File: config.mk
export PLATFORM = sky130hd
export DESIGN_NAME = multicycle_ctrl
export DESIGN_NICKNAME = d
export VERILOG_FILES = /design/src/rtl/cpu_pkg.sv /design/src/rtl/ctrl_outdec.sv /design/src/rtl/multicycle_ctrl.sv
export SDC_FILE = /design/constraint.sdc
export NUM_CORES = 1
export LEC_CHECK = 0
export CAP_MARGIN = 40
export CORE_ASPECT_RATIO = 1.5
export CORE_MARGIN = 1
export CORE_UTILIZATION = 50
export CTS_BUF_LIST = sky130_fd_sc_hd__clkbuf_4 sky130_fd_sc_hd__clkbuf_8 sky130_fd_sc_hd__clkbuf_16
export DETAILED_ROUTE_END_ITERATION = 8
export GPL_TIMING_DRIVEN = 1
export PLACE_DENSITY = 0.94
export SLEW_MARGIN = 20
export SYNTH_ARGS = -nofsm -noshare
export SYNTH_HDL_FRONTEND = slang
export SYNTH_SLANG_ARGS = --single-unit
File: constraint.sdc
create_clock -name clk -period 2.6 [get_ports clk]
set_input_delay 0.52 -clock clk [delete_from_list [all_inputs] [get_ports clk]]
set_output_delay 0.52 -clock clk [all_outputs]
set_load 0.01 [all_outputs]
File: src/rtl/cpu_pkg.sv
// Shared definitions for the MIPS-subset core: FSM state codes, decoder
// instruction classes, ALU encodings and the controller's control word.
package cpu_pkg;

  localparam int unsigned STATE_W = 4;
  localparam int unsigned ITYPE_W = 4;

  localparam logic [STATE_W-1:0] S_IDLE = 4'd0;
  localparam logic [STATE_W-1:0] S_IF   = 4'd1;
  localparam logic [STATE_W-1:0] S_ID   = 4'd2;
  localparam logic [STATE_W-1:0] S_EXR  = 4'd3;
  localparam logic [STATE_W-1:0] S_WBR  = 4'd4;
  localparam logic [STATE_W-1:0] S_EXI  = 4'd5;
  localparam logic [STATE_W-1:0] S_WBI  = 4'd6;
  localparam logic [STATE_W-1:0] S_BR   = 4'd7;
  localparam logic [STATE_W-1:0] S_ADDR = 4'd8;
  localparam logic [STATE_W-1:0] S_MEM  = 4'd9;
  localparam logic [STATE_W-1:0] S_WBM  = 4'd10;

  localparam logic [ITYPE_W-1:0] IT_UNSUP = 4'd0;
  localparam logic [ITYPE_W-1:0] IT_RTYPE = 4'd1;
  localparam logic [ITYPE_W-1:0] IT_IMM   = 4'd2;
  localparam logic [ITYPE_W-1:0] IT_BEQ   = 4'd3;
  localparam logic [ITYPE_W-1:0] IT_LW    = 4'd4;

  localparam logic [1:0] ALUOP_ADD   = 2'd0;
  localparam logic [1:0] ALUOP_SUB   = 2'd1;
  localparam logic [1:0] ALUOP_FUNCT = 2'd2;
  localparam logic [1:0] ALUOP_IMM   = 2'd3;

  localparam logic [1:0] SRCB_RT     = 2'd0;
  localparam logic [1:0] SRCB_FOUR   = 2'd1;
  localparam logic [1:0] SRCB_IMM    = 2'd2;
  localparam logic [1:0] SRCB_IMM_SH = 2'd3;

  // ir_write/pc_write are qualified by MemAck in the top; branch by Zero.
  typedef struct packed {
    logic       mem_req;
    logic       iord;
    logic       ir_write;
    logic       pc_write;
    logic       pc_src;
    logic       reg_write;
    logic       reg_dst;
    logic       mem_to_reg;
    logic       alu_src_a;
    logic [1:0] alu_src_b;
    logic [1:0] alu_op;
    logic       branch;
    logic       decode;
    logic       retire;
  } ctrl_word_t;

  function automatic logic itype_legal(input logic [ITYPE_W-1:0] it);
    return (it == IT_RTYPE) || (it == IT_IMM) || (it == IT_BEQ) || (it == IT_LW);
  endfunction

endpackage

File: src/rtl/ctrl_outdec.sv
// Combinational decoder from the registered FSM state to the control word.
module ctrl_outdec
  import cpu_pkg::*;
(
  input  logic [STATE_W-1:0] state,
  output ctrl_word_t         cw_c
);

  always_comb begin
    cw_c = '0;
    case (state)
      S_IF: begin
        cw_c.mem_req   = 1'b1;
        cw_c.ir_write  = 1'b1;
        cw_c.pc_write  = 1'b1;
        cw_c.alu_src_b = SRCB_FOUR;
        cw_c.alu_op    = ALUOP_ADD;
      end
      // Branch target is computed speculatively into ALUOut during decode.
      S_ID: begin
        cw_c.decode    = 1'b1;
        cw_c.alu_src_b = SRCB_IMM_SH;
        cw_c.alu_op    = ALUOP_ADD;
      end
      S_EXR: begin
        cw_c.alu_src_a = 1'b1;
        cw_c.alu_src_b = SRCB_RT;
        cw_c.alu_op    = ALUOP_FUNCT;
      end
      S_WBR: begin
        cw_c.reg_write = 1'b1;
        cw_c.reg_dst   = 1'b1;
        cw_c.retire    = 1'b1;
      end
      S_EXI: begin
        cw_c.alu_src_a = 1'b1;
        cw_c.alu_src_b = SRCB_IMM;
        cw_c.alu_op    = ALUOP_IMM;
      end
      S_WBI: begin
        cw_c.reg_write = 1'b1;
        cw_c.retire    = 1'b1;
      end
      S_BR: begin
        cw_c.alu_src_a = 1'b1;
        cw_c.alu_src_b = SRCB_RT;
        cw_c.alu_op    = ALUOP_SUB;
        cw_c.pc_src    = 1'b1;
        cw_c.branch    = 1'b1;
        cw_c.retire    = 1'b1;
      end
      S_ADDR: begin
        cw_c.alu_src_a = 1'b1;
        cw_c.alu_src_b = SRCB_IMM;
        cw_c.alu_op    = ALUOP_ADD;
      end
      S_MEM: begin
        cw_c.mem_req = 1'b1;
        cw_c.iord    = 1'b1;
      end
      S_WBM: begin
        cw_c.reg_write  = 1'b1;
        cw_c.mem_to_reg = 1'b1;
        cw_c.retire     = 1'b1;
      end
      default: cw_c = '0;
    endcase
  end

endmodule

File: src/rtl/multicycle_ctrl.sv
// Multi-cycle controller: state register, next-state logic, PC enable and
// retired-instruction counter around the ctrl_outdec control-word decoder.
module multicycle_ctrl
  import cpu_pkg::*;
#(
  parameter int unsigned CNT_W = 32
) (
  input  logic               clk,
  input  logic               reset,
  input  logic               Run,
  input  logic [ITYPE_W-1:0] InstrType,
  input  logic               Zero,
  input  logic               MemAck,
  output logic               MemReq,
  output logic               IorD,
  output logic               IRWrite,
  output logic               PCEn,
  output logic               PCSrc,
  output logic               RegWrite,
  output logic               RegDst,
  output logic               MemtoReg,
  output logic               ALUSrcA,
  output logic [1:0]         ALUSrcB,
  output logic [1:0]         ALUOp,
  output logic               Illegal,
  output logic [CNT_W-1:0]   InstrCount,
  output logic [STATE_W-1:0] State
);

  logic [STATE_W-1:0] state_q, state_d;
  logic [CNT_W-1:0]   cnt_q, cnt_d;
  ctrl_word_t         cw_c;

  ctrl_outdec u_outdec (
    .state (state_q),
    .cw_c  (cw_c)
  );

  // Run is only consulted at instruction boundaries; in-flight work completes.
  always_comb begin
    state_d = state_q;
    case (state_q)
      S_IDLE: if (Run) state_d = S_IF;
      S_IF:   if (MemAck) state_d = S_ID;
      S_ID: begin
        case (InstrType)
          IT_RTYPE: state_d = S_EXR;
          IT_IMM:   state_d = S_EXI;
          IT_BEQ:   state_d = S_BR;
          IT_LW:    state_d = S_ADDR;
          default:  state_d = Run ? S_IF : S_IDLE;
        endcase
      end
      S_EXR:  state_d = S_WBR;
      S_EXI:  state_d = S_WBI;
      S_ADDR: state_d = S_MEM;
      S_MEM:  if (MemAck) state_d = S_WBM;
      S_WBR, S_WBI, S_BR, S_WBM: state_d = Run ? S_IF : S_IDLE;
      default: state_d = S_IDLE;
    endcase
  end

  always_comb begin
    cnt_d = cnt_q;
    if (cw_c.retire) cnt_d = cnt_q + CNT_W'(1);
  end

  always_ff @(posedge clk or posedge reset) begin
    if (reset) begin
      state_q <= S_IDLE;
      cnt_q   <= '0;
    end else begin
      state_q <= state_d;
      cnt_q   <= cnt_d;
    end
  end

  assign MemReq     = cw_c.mem_req;
  assign IorD       = cw_c.iord;
  assign IRWrite    = cw_c.ir_write & MemAck;
  assign PCEn       = (cw_c.pc_write & MemAck) | (cw_c.branch & Zero);
  assign PCSrc      = cw_c.pc_src;
  assign RegWrite   = cw_c.reg_write;
  assign RegDst     = cw_c.reg_dst;
  assign MemtoReg   = cw_c.mem_to_reg;
  assign ALUSrcA    = cw_c.alu_src_a;
  assign ALUSrcB    = cw_c.alu_src_b;
  assign ALUOp      = cw_c.alu_op;
  assign Illegal    = cw_c.decode & ~itype_legal(InstrType);
  assign InstrCount = cnt_q;
  assign State      = state_q;

endmodule

After elaboration in Yosys (flattened, before gate mapping)
Index checks and enable logic that the tools add are counted.
Word-level totals
  output and inout port bits: 50
  register bits after elaboration: 36
  word-level logic and storage cells: 52
  bits of input ports: 9
Cells by class
  $add $sub $neg: 1
  reduce and logical (&&, ||, !) cells: 9
  mux-type cells: 17
  bitwise logic cells: 6
  equality and inequality tests: 17
Operator list (count)
  $add A32 B1 Y32 const B: 1
  $pmux W4 S8: 1
  $pmux W4 S6: 1
  $eq A4 B3 Y1 const B: 5
  $eq A4 B2 Y1 const B: 4
  $pmux W4 S4: 1
  $eq A4 B4 Y1 const B: 3
  $mux W4: 3
  $mux W1: 10
  $eq A4 B1 Y1 const B: 2
  $reduce_or A4 Y1: 2
  $ne A2 B2 Y1 const B: 3
  $and A1 B1 Y1: 4
  $logic_not A4 Y1: 1
  $logic_or A1 B1 Y1: 3
  $reduce_and A3 Y1: 1
  $reduce_or A3 Y1: 1
  $mux W2: 1
  $reduce_or A2 Y1: 1
  $not A1 Y1: 1
  $or A1 B1 Y1: 1

Longest topological paths before layout
Gate-level depths: netlist (run 1).
  word-level depth: 6
  gate-level depth with buffers: 6
  mapped depth without buffers: 5

Hierarchy
Synthesis (run 1) repeated with hierarchy kept, for this count alone.
Second synthesis, totals
  cell total of the unflattened synthesis: 199
  area total of the unflattened synthesis: 2029.4 sq um
By module, submodules not included
  multicycle_ctrl: cells each 168, times used 1, area an instance 1811.7 sq um, sequential area each 900.9 sq um
  ctrl_outdec: cells each 31, times used 1, area an instance 217.7 sq um, sequential area each 0.0 sq um

Least setup slack after synthesis (run 1)
No wires, ideal clock.
  path type: reg-to-output
  from: register state_q[0], in the netlist State[0]
  to: output port ALUSrcB[1]
  path slack: 0.759 ns
  data required time: 2.080 ns
  path buffers: 2
  stages on the path, launching flop included: 5
  data arrival time: 1.321 ns
  cells stage by stage: dfrtp_1 > clkbuf_1 > mux2_2 > o32ai_1 > buf_4
RTL lines
  from (decl): line multicycle_ctrl.sv:30  | logic [STATE_W-1:0] state_q, state_d;
  from (signal assigned): line multicycle_ctrl.sv:73  | state_q <= state_d;
  to (decl): line multicycle_ctrl.sv:23  | output logic [1:0] ALUSrcB,

Worst setup path after layout (run 1)
  from: register state_q[1], in the netlist State[1]
  to: output port ALUSrcB[1]
On the way
  word-level cells in the longest chain between the ends: 2
  elaborated cells on any way between the ends: 7
  those cells by class: eq/ne: 6; mux: 1
RTL lines
  $eq A4 B4 Y1, or another cell as far along: line ctrl_outdec.sv:11  | case (state)
  $pmux W4 S6 (*): line ctrl_outdec.sv:11
Mark *: on every way between the ends. The rest lies on a longest branch, timed or not.

==> impl_metrics.json, run 1 <==
{
  "rsz0062_at_grt": "no",
  "syn-num-nets": 198,
  "postCtsSetupRepairBufs": 0,
  "rrSetupSlack_ps": 650,
  "place_area_mm2": 0.00254,
  "worst-path-max-fanout": 8,
  "dp_cells": 284,
  "synth_xor_area_frac": 0.145,
  "hpwlAfterDp_um": 3120,
  "slew_headroom": 0.701,
  "seq_area_frac_synth": 0.467,
  "worst_pin_slew_ps": 448,
  "synth_area_mm2": 0.00193,
  "synth_edf_count": 0,
  "synthFlopType": "dfrtp_1",
  "start_kind": "register",
  "fin_skew_ps": 8.16,
  "row_count": 27,
  "n_fill_cell": 269,
  "crit_arrival_ps": 1930,
  "drt_iter0_markers": 33,
  "min_period_ps": 2450,
  "leakagePower_nw": 1.15,
  "timing.final.ws_setup_ps": 153,
  "ys_warn_count": 0,
  "whs_path_depth": 1,
  "start_util": 0.524,
  "max_freq_mhz": 409,
  "fin_nets": 258,
  "total_power_mw": 1.91,
  "worstSetupPathType": "reg2out",
  "critPathMaxStageDelay_ps": 590,
  "clock_latency_ps": 290,
  "first_pass_iters": 4,
  "synthAdderAreaFrac": 0.00648,
  "worstPathRequired_ps": 2080,
  "finalHoldViolations": 0,
  "fin_area_mm2": 0.00265,
  "clock-sinks": 36,
  "finalMaxSlewViolations": 0,
  "hold_path.class": "reg2reg",
  "outcome": "completed",
  "htreeDepth": 2,
  "setup.worst_path.end_class": "primary output",
  "grt_use_total": 0.238,
  "gp_congestion": 0.888,
  "synth_cell_types": 39,
  "grt_max_degree": 37,
  "area.growth.synth_to_final_pct": 37.1,
  "die-area_mm2": 0.00412,
  "ant_nets": 0,
  "layoutNonFillerInstCount": 292,
  "die_y_um": 78.1,
  "antenna_found_initial": 0,
  "tns_ps": 0,
  "clk_pin_slew_ps": 70,
  "synth_cells": 188,
  "cts_tree": "done",
  "avgSynthCellArea_um2": 10.3,
  "synth-simple-area-share": 0.270,
  "drc": 0,
  "vias": 1643,
  "slowest_stage": "clkdlybuf4s50_1",
  "finalCritPeriodShare": 0.941,
  "synth_top_family_by_area": "simple AND/OR/NAND/NOR gates",
  "yosys_register_bits": 36,
  "dp_worst_setup_slack_ps": 40.2,
  "die-width_um": 52.7,
  "core_area_mm2": 0.00368,
  "clockBufferDepth": 2,
  "ir_drop_mv": 0.650,
  "antennaDiodeCount": 0,
  "async_flop_share": 1.00,
  "viasPerCell": 5.63,
  "grt_pass1_vias": 1541,
  "p_per_area_mw_per_mm2": 721,
  "drive_above_1_share": 0.0924,
  "maxCapViolations": 0,
  "worstPathCellList": "nand2b_1, mux2_2, o32ai_1, clkdlybuf4s50_1",
  "wl_per_cell_um": 15.3,
  "numCtsBuffers": 5,
  "top_level_ports": 59,
  "setup_violations": 0,
  "reg2reg_depth": 6,
  "hold_buffers": 0,
  "muxShareOfSynthArea": 0.0169,
  "portBuffers": 58,
  "grt.overflow.total": 0,
  "synth_compound_area_frac": 0.0655,
  "root_buffer": "clkbuf_8",
  "grt_pass1_wl_um": 7230,
  "routed_wl_um": 4460
}
==> Yosys cell counts, drive strengths merged, types with 5 or more instances <==
library cell,number,area share
nor2,9,0.017
xnor2,28,0.13
buf,5,0.019
and3,7,0.023
nand4,10,0.032
nor3,8,0.035
nand3,11,0.029
dfrtp,36,0.47
a21oi,5,0.019
nand2b,7,0.023
nand2,18,0.035
==> through the flow <==
| stage | utilization | hold slack [ps] |
|---|---|---|
| after floorplan | - | 508 |
| after global placement | 0.690 | 462 |
| after detailed placement | 0.690 | 467 |
| after CTS | 0.717 | 477 |
| after global routing | 0.719 | 523 |
| final | 0.719 | 480 |
==> cell families after synthesis <==
family,Yosys count
muxes,3
xor gates and xnor gates,32
buffers and inverters,10
adders and majority gates,1
DFF,36
AOI/OAI and AO/OA,18
and+or+nand+nor,88
==> cells in the final DEF (no fill, tap or decap), types with 2 or more instances in the layout <==
| master | n |
|---|---|
| xnor2_1 | 28 |
| nor2_1 | 8 |
| mux2_2 | 2 |
| nand4_1 | 10 |
| and4bb_4 | 2 |
| dfrtp_1 | 35 |
| nor3_4 | 2 |
| nor2b_1 | 3 |
| a21oi_1 | 4 |
| nand3_1 | 11 |
| and3_1 | 7 |
| a21o_1 | 3 |
| buf_4 | 4 |
| clkdlybuf4s50_1 | 57 |
| clkbuf_8 | 6 |
| nor4_1 | 2 |
| nand2b_1 | 7 |
| nor3_1 | 5 |
| and4_1 | 3 |
| nand2_1 | 18 |
| o21ai_0 | 4 |
| xor2_1 | 4 |
| and2_1 | 2 |
==> routing by layer <==
| layer | track usage | routed length [um] |
|---|---|---|
| met5 | 0 | 0 |
| met3 | 0.0543 | 203 |
| met2 | 0.408 | 2430 |
| met4 | 0.0974 | 95 |
| met1 | 0.275 | 1720 |
==> registers in the layout, summed over array words and instances, names as in the netlist <==
name        cells
InstrCount     32
State           4
==> layout make-up <==
class	count	area, um2	area share
well taps	43	53.8	0.0203
clock buffers	7	90.1	0.0340
inverters	1	3.75	0.00142
flip-flops and latches	36	902	0.341
clock inverters	1	7.51	0.00284
repair buffers	62	613	0.232
multi-input cells	142	976	0.369
==> worst max-delay path: cells and delay by family, from the launching register on <==
| kind | cells | cell delay (ps) |
|---|---|---|
| muxes | 1 | 280 |
| buffers and inverters | 1 | 590 |
| AOI/OAI and AO/OA | 1 | 120 |
| DFF | 1 | 450 |
| and+or+nand+nor | 1 | 210 |
==> final timing paths <==
check / from / endpoint
max reg2reg: State[2]$_DFFE_PP0P_ / InstrCount[31]$_DFFE_PP0P_
min in group asynchronous: reset / InstrCount[11]$_DFFE_PP0P_
max: State[1]$_DFFE_PP0P_ / ALUSrcB[1]
min: InstrCount[31]$_DFFE_PP0P_ / InstrCount[31]$_DFFE_PP0P_
min reg2reg: InstrCount[31]$_DFFE_PP0P_ / InstrCount[31]$_DFFE_PP0P_
max in group asynchronous: reset / State[0]$_DFFE_PP0P_
==> where the power goes <==
group,switching (mW),internal (mW)
clock network,0.198,0.226
logic,0.339,0.424
registers,0.106,0.614
==> what timing repair did <==
item                                   4_1_cts  5_1_grt
gates resized for setup                      0        3
setup endpoints to repair                    0        3
endpoints found under the hold margin        0        0
No activity file was read; power rests on OpenSTA's default activity.
==> run 2: changes to the inputs <==
Settings changed: CORE_UTILIZATION 50 to 42, PLACE_DENSITY 0.94 to 0.82.
==> run 2 against run 1 <==
  * The run now ends with design-rule violations left
  * Sequential cell count unchanged
  * Combinational power increased by 2%
  * Final cell count increased by 1.7%
  * Core utilization decreased by 9.8 points
  * Clock-buffer cell count decreased by 1
  * Sequential share of layout area decreased by 0.45 points
  * Final area increased by 1.3%
  * Highest routed layer unchanged
  * Clock power increased by 14%
  * Critical path depth unchanged
  * Register-to-register slack improved by 40 ps
  * Critical endpoint unchanged
  * Maximum frequency decreased by 0.43%
==> impl_metrics.json, run 2 (synthesis gave the netlist of run 1 again) <==
{
  "finalHoldViolations": 0,
  "crit_arrival_ps": 1940,
  "maxCapViolations": 0,
  "final_common_cell": "clkdlybuf4s50_1",
  "worstSetupPathType": "reg2out",
  "antenna_found_initial": 0,
  "grt_max_degree": 37,
  "grt_pass1_wl_um": 6870,
  "core_area_mm2": 0.00432,
  "root_buffer": "clkbuf_8",
  "start_kind": "register",
  "largest_reg_flops": 32,
  "finalCritPeriodShare": 0.945,
  "critPathMaxStageDelay_ps": 580,
  "antennaDiodeCount": 0,
  "fin_skew_ps": 8.74,
  "hpwlAfterDp_um": 3060,
  "timing.final.ws_setup_ps": 142,
  "first_pass_iters": 8,
  "ff_latch_area_um2": 902,
  "die_y_um": 85.0,
  "drive_above_1_share": 0.0996,
  "outcome": "complete, but fails checks",
  "ir_drop_mv": 0.410,
  "vias": 1601,
  "drc": 3,
  "hold_buffers": 0,
  "layoutNonFillerInstCount": 297,
  "dp_worst_setup_slack_ps": 9.84,
  "multi_input_area_um2": 978,
  "n_fill_cell": 360,
  "min_period_ps": 2460,
  "start_util": 0.447,
  "leakagePower_nw": 1.17,
  "max_freq_mhz": 407,
  "p_per_area_mw_per_mm2": 736,
  "dp_cells": 289,
  "slowest_stage": "clkdlybuf4s50_1",
  "clk_pin_slew_ps": 70,
  "gp_congestion": 0.753,
  "crit_buf_inv": 1,
  "worstPathCellList": "nand2b_1, mux2_2, o32ai_1, clkdlybuf4s50_1",
  "grt.overflow.total": 0,
  "worstPathRequired_ps": 2080,
  "portBuffers": 58,
  "numCtsBuffers": 5,
  "grt_use_total": 0.184,
  "die-width_um": 57.4,
  "setup.worst_path.end_class": "primary output",
  "ant_nets": 0,
  "finalMaxSlewViolations": 0,
  "area.growth.synth_to_final_pct": 38.9,
  "worst_pin_slew_ps": 478,
  "total_power_mw": 1.97,
  "htreeDepth": 2,
  "setup_violations": 0,
  "routed_wl_um": 4110,
  "clock_latency_ps": 290,
  "top_level_ports": 59,
  "clock-sinks": 36,
  "row_count": 29,
  "wl_per_cell_um": 13.8,
  "slew_headroom": 0.678,
  "drt_iter0_markers": 48,
  "final_cell_mix": "clkdlybuf4s50_1 (57), dfrtp_1 (35), xnor2_1 (28), nand2_1 (18), nand3_1 (11)",
  "die-area_mm2": 0.00488,
  "rsz0062_at_grt": "no",
  "fin_nets": 260,
  "hold_path.class": "reg2reg",
  "worst-path-max-fanout": 13,
  "cts_tree": "done",
  "grt_pass1_vias": 1528,
  "violations": "design-rule violations",
  "crit_family": "buffers and inverters",
  "tns_ps": 0,
  "viasPerCell": 5.39,
  "clockBufferDepth": 2
}
[run 2: cell count changes in the layout (fill, tap and decap cells not counted)]
cell	change
buf_4	+2
bufinv_16	+1
clkbuf_8	-1
clkinv_2	+1
clkinvlp_4	-1
nor2_1	+1
nor2_2	-1
nor3_1	-1
nor3_2	+1
[run 2: cell type report]
type                       instances  share of cell area
multi-input combinational        142               0.365
timing repair buffer              64               0.234
inverter                           1             0.00140
clock inverter                     2              0.0131
tap                               46              0.0215
clock buffer                       6              0.0285
sequential                        36               0.336
[run 2: path summary, 6_finish.rpt]
path                                             from                          to  slack, ps  cells after the start
max in group asynchronous                       reset        State[1]$_DFFE_PP0P_       1640                      3
setup reg to reg                 State[0]$_DFFE_PP0P_  InstrCount[15]$_DFFE_PP0P_        690                      6
setup / recovery                 State[1]$_DFFE_PP0P_                  ALUSrcB[1]        140                      4
hold reg to reg            InstrCount[31]$_DFFE_PP0P_  InstrCount[31]$_DFFE_PP0P_        480                      1
min in group asynchronous                       reset  InstrCount[31]$_DFFE_PP0P_        630                      3
hold / removal             InstrCount[31]$_DFFE_PP0P_  InstrCount[31]$_DFFE_PP0P_        480                      1
[run 2: metal layers]
layer / vias up / global-route usage / share of wire
li1: 784 / - / -
met5: - / 0 / 0
met3: 5 / 0.0488 / 0.038
met4: 0 / 0.0820 / 0.018
met1: 775 / 0.203 / 0.40
met2: 37 / 0.323 / 0.54
[run 2: worst reg2reg max path: cells and delay by family (launching register included)]
kind            cells  cell delay, ps
buf+inv             1             200
compound gates      1              80
xor+xnor            1             140
flops               1             480
simple gates        3             900
[run 2: through the flow]
step | hold slack, ps | area [um2] | utilization
4_1_cts | 487 | 2670 | 0.619
3_5_place_dp | 475 | 2560 | 0.593
6_report | 481 | 2680 | 0.621
2_1_floorplan | 508 | 1930 | -
5_1_grt | 506 | 2680 | 0.621
3_3_place_gp | 460 | 2560 | 0.593
[run 2: report_power, final]
part           internal, mW  leakage (nW)  switching (mW)
sequential            0.614         0.491          0.0952
clock                 0.295        0.0586           0.189
combinational         0.431         0.622           0.349
[run 2: repair_timing]
item | in CTS | in global routing
setup endpoints to repair | 0 | 4
gates resized for setup | 0 | 3
buffers inserted | 0 | 0
